<file path="src/rtl/m_shiftseq.sv">
// m_shiftseq: multi-cycle shift sequencer (SLL/SRL/SRA and byte-lane align).
// Shifts a 32-bit operand by one bit per clock under a 5-bit down counter,
// with valid/ready handshakes on both the request and the result side.
module m_shiftseq #(
    parameter int unsigned XLEN = 32
) (
    input  logic            clk,
    input  logic            rst_n,
    input  logic            req_valid,
    output logic            req_ready,
    input  logic [1:0]      req_op,
    input  logic [4:0]      req_amt,
    input  logic [XLEN-1:0] req_data,
    input  logic            flush,
    output logic            res_valid,
    input  logic            res_ready,
    output logic [XLEN-1:0] res_data,
    output logic            busy,
    output logic [4:0]      dbg_cnt
);

    typedef enum logic [1:0] {
        S_IDLE  = 2'b00,
        S_SHIFT = 2'b01,
        S_DONE  = 2'b10
    } state_e;

    typedef enum logic [1:0] {
        OP_SLL   = 2'b00,
        OP_SRL   = 2'b01,
        OP_SRA   = 2'b10,
        OP_ALIGN = 2'b11
    } op_e;

    state_e          state_q;
    op_e             op_q;
    logic [XLEN-1:0] data_q;
    logic [4:0]      cnt_q;
    logic            res_valid_q;
    logic            busy_q;

    logic [4:0]      amt_d;
    logic [XLEN-1:0] shift_d;

    // Effective shift amount of the incoming request; align shifts whole bytes.
    always_comb begin
        amt_d = req_amt;
        if (op_e'(req_op) == OP_ALIGN) begin
            amt_d = {req_amt[1:0], 3'b000};
        end
    end

    // One-bit shift of the working register according to the latched op.
    always_comb begin
        shift_d = data_q;
        case (op_q)
            OP_SRL:  shift_d = {1'b0, data_q[XLEN-1:1]};
            OP_SRA:  shift_d = {data_q[XLEN-1], data_q[XLEN-1:1]};
            default: shift_d = {data_q[XLEN-2:0], 1'b0};
        endcase
    end

    // Sequencer FSM with registered handshake/status outputs and datapath.
    always_ff @(posedge clk or negedge rst_n) begin
        if (!rst_n) begin
            state_q     <= S_IDLE;
            op_q        <= OP_SLL;
            data_q      <= '0;
            cnt_q       <= '0;
            res_valid_q <= 1'b0;
            busy_q      <= 1'b0;
        end else if (flush) begin
            // Abort wins over everything; data and counter are left as-is.
            state_q     <= S_IDLE;
            res_valid_q <= 1'b0;
            busy_q      <= 1'b0;
        end else begin
            case (state_q)
                S_IDLE: begin
                    if (req_valid) begin
                        data_q <= req_data;
                        op_q   <= op_e'(req_op);
                        cnt_q  <= amt_d;
                        busy_q <= 1'b1;
                        if (amt_d == 5'd0) begin
                            state_q     <= S_DONE;
                            res_valid_q <= 1'b1;
                        end else begin
                            state_q <= S_SHIFT;
                        end
                    end
                end
                S_SHIFT: begin
                    data_q <= shift_d;
                    cnt_q  <= cnt_q - 5'd1;
                    if (cnt_q == 5'd1) begin
                        state_q     <= S_DONE;
                        res_valid_q <= 1'b1;
                    end
                end
                S_DONE: begin
                    if (res_ready) begin
                        state_q     <= S_IDLE;
                        res_valid_q <= 1'b0;
                        busy_q      <= 1'b0;
                    end
                end
                default: begin
                    state_q     <= S_IDLE;
                    res_valid_q <= 1'b0;
                    busy_q      <= 1'b0;
                end
            endcase
        end
    end

    assign req_ready = (state_q == S_IDLE);
    assign res_valid = res_valid_q;
    assign res_data  = data_q;
    assign busy      = busy_q;
    assign dbg_cnt   = cnt_q;

endmodule

</file>
<file path="config.mk">
export PLATFORM = sky130hd
export DESIGN_NAME = m_shiftseq
export DESIGN_NICKNAME = d
export VERILOG_FILES = /design/src/rtl/m_shiftseq.sv
export SDC_FILE = /design/constraint.sdc
export NUM_CORES = 1
export LEC_CHECK = 0
export CORE_MARGIN = 5
export CORE_UTILIZATION = 45
export DETAILED_ROUTE_END_ITERATION = 8
export HOLD_SLACK_MARGIN = 0.05
export PLACE_DENSITY_LB_ADDON = 0.25
export SLEW_MARGIN = 15
export SYNTH_ARGS = -nofsm -noshare
export SYNTH_HDL_FRONTEND = slang
export SYNTH_SLANG_ARGS = --single-unit
export TNS_END_PERCENT = 10
</file>
<file path="constraint.sdc">
create_clock -name clk -period 2.5 [get_ports clk]
set_clock_uncertainty 0.05 [all_clocks]
set_input_delay 0.5 -clock clk [delete_from_list [all_inputs] [get_ports clk]]
set_output_delay 0.5 -clock clk [all_outputs]
set_load 0.02 [all_outputs]
</file>
==> results.toml <==
[power]
design_power_total_mw = 2.905
p_int_mw = 1.713
p_comb_share_pct = 46.2
p_per_area_nw_per_um2 = 864.4
seqPwrFrac_pct = 38.6
clockPowerShare_pct = 15.2
sw_frac_of_total_pct = 41.04
p_leak_nw = 1.341
power.net_switching_mw = 1.192
ir_drop_v = 0.0004165

[cts]
cts_setup_buffers = 0
root_buffer = "clkbuf_8"
postCtsHoldBufs = 0
clk_latency_ps = 290
cts_tree = "done"
cts_buffer_depth = 2
cts_buffers = 5
cts.sinks = 43
htreeDepth = 2
ctsResizeCount = 0
clk_pin_slew_ps = 80

[setup_path]
r2r_start = "state_q[0]$_DFFE_PN0P_"
crit_fanout = 10
cp.required_ps = 1950
end_kind = "output pin"
max_stage_delay_ps = 620
crit_chain = "nor2_1 > clkdlybuf4s50_1"
reg2reg_depth = 4
critical_path_buf_inv_count = 1
crit_slowest_cell = "clkdlybuf4s50_1"
critPathLaunchType = "flop"
crit_family = "buffers and inverters"
crit_type = "reg2out"
worstReg2RegEnd = "res_data[4]$_DFFE_PN0P_"
cp_data_arrival_time_ps = 1560
reg2reg_slack_ps = 750

[sta]
finalHoldViolations = 0
finalSetupViolCount = 0
slew_violations = 0
fin_crit_sh_pct = 84.21
tightest_slew_ps = 711.4
finalSetupTns_ps = 0
max_freq_mhz = 475.0
rsz0062_at_grt = "no"
relSlewSlack_pct = 51.91
fin_crit_ps = 2105

[floorplan]
rows = 26
die_x_um = 82.88
boundaryPins = 84
core_area_um2 = 5140
die_area_um2 = 6868
initial_utilization_pct = 46.49
die_h_um = 82.88

[layout]
final_cells = 412
area_delta_synth_final_pct = 40.63
nets = 390
fillCellCount = 455
antennaDiodeCount = 0
final_layout_size_suffix_gt1_share_pct = 9.064
post-route-util_pct = 65.38

[global_route]
grt_max_degree = 33
antenna_found_initial = 0
grtUsageTotal_pct = 19.36
globalRouteOverflowTotal = 0
grt_pass1_vias = 2220
grt_pass1_wl_mm = 11.18

[routing]
drt_iter0_drc = 162
drtAntennaViolNets = 0
drtPass1Iterations = 4
viasPerCell = 5.755
vias = 2371
drt_wl_total_mm = 6.690
drc = 0
wl_per_cell_um = 16.24

[synth]
syn_area_per_cell_um2 = 9.018
netlist-cell-type-count = 37
synth_fp_nets = 313
synth-async-reset-ratio_pct = 100.0
synthCells = 265
ys.flop_type = "dfrtp_1"
ys_ff_latch = 43
synth_edf_count = 0
yosysSeqAreaShare_pct = 45.03
netlist_area_um2 = 2390
yosys_warnings = 0

[min_path]
hp-class = "in2async"

[placed_design]
dp.cells = 405
gp_congestion = 0.8667
portBuffers = 83
hpwl_mm = 4.828

[status]
status = "finished clean"

[job]
drv_cap = 0
layout make-up:
class | instances | area, µm² | share of cell area (%)
Tap cell | 70 | 87.58 | 2.606
Timing Repair Buffer | 93 | 913.4 | 27.18
Clock inverter | 1 | 5.005 | 0.1489
Inverter | 7 | 26.28 | 0.7818
Clock buffer | 6 | 82.58 | 2.457
Multi-Input combinational cell | 192 | 1170 | 34.81
Sequential cell | 43 | 1076 | 32.02
registers in the layout, summed over array words and instances (netlist names):
name	cells
state_q	2
res_valid	1
res_data	32
dbg_cnt	5
busy	1
op_q	2
through the flow:
step | cell area [µm²] | setup slack [ps] | hold WS (ps)
3_3_place_gp | 3273 | 389.6 | 463.7
3_5_place_dp | 3273 | 353.7 | 459.8
4_1_cts | 3361 | 381.0 | 142.1
5_1_grt | 3361 | 310.0 | 169.3
2_1_floorplan | 2390 | 888.7 | 154.4
6_report | 3361 | 394.9 | 129.0
kinds of logic (layout without fill, tap and decap cells):
logic type / Yosys count / count (layout) / synth area share, %
AND/OR/NAND/NOR: 69 / 69 / 12.67
adder cells (fa/ha/maj): 4 / 4 / 2.094
multiplexers: 3 / 3 / 1.361
flip-flops: 43 / 43 / 45.03
AO/OA/AOI/OAI: 116 / 116 / 32.62
buffers and inverters: 30 / 107 / 6.230
worst max-delay path by stage:
stage,start,end,cells past startpoint
4_1_cts,state_q[0]$_DFFE_PN0P_,req_ready,2
5_1_grt,state_q[0]$_DFFE_PN0P_,req_ready,2
6_report,state_q[0]$_DFFE_PN0P_,req_ready,2
3_5_place_dp,flush,res_data[5]$_DFFE_PN0P_,6
2_1_floorplan,req_amt[0],res_valid$_DFFE_PN0P_,4
3_3_place_gp,req_amt[0],res_valid$_DFFE_PN0P_,5
cell usage after synthesis (2+ instances only):
master / number / share of area, %
a221oi_1: 31 / 11
mux2_2: 2 / 0.94
dfrtp_1: 43 / 45
buf_2: 2 / 0.42
nand2_1: 39 / 6.1
a21oi_1: 7 / 1.5
ha_1: 4 / 2.1
nor2_1: 15 / 2.4
o21ai_0: 50 / 10
a31oi_1: 2 / 0.52
buf_6: 3 / 1.4
a2bb2oi_1: 2 / 0.73
clkbuf_1: 15 / 2.4
o21ai_1: 15 / 3.1
buf_4: 3 / 0.94
inv_1: 7 / 1.1
nand2b_1: 3 / 0.79
nand3_1: 3 / 0.63
power by group through the flow:
stage / combinational (mW) / sequential, mW / clock (mW)
after CTS: 1.35 / 1.12 / 0.450
after detailed placement: 1.35 / 1.13 / 0
after global routing: 1.45 / 1.15 / 0.493
final: 1.34 / 1.12 / 0.442
after floorplan: 0.528 / 1.30 / 0
after global placement: 1.32 / 1.13 / 0
routing by layer:
layer,track usage (%),vias to the layer above,part of all wire (%)
met2,29.15,100,48
met5,0,-,0
li1,-,1135,-
met4,4.458,0,0.30
met3,4.653,2,7.7
met1,28.09,1134,44
worst reg2reg max path: stages, from the launching register on:
cell,delay (ps)
dfrtp_1,540
nand2b_1,300
buf_4,330
a221oi_1,260
o21ai_0,140
cells in the final DEF (no fill, tap or decap), types with 2 or more instances in the layout:
cell type,count
a221oi_1,31
a21oi_1,7
ha_1,4
dfrtp_1,43
nand2_1,39
nand2b_1,3
clkbuf_8,6
mux2_2,2
nor2_1,14
nor2_2,2
a31oi_1,2
o21ai_0,50
inv_1,7
a2bb2oi_1,2
nand3_1,3
buf_4,9
o21ai_1,15
clkdlybuf4s50_1,82
(Power assumes the default switching activity.)
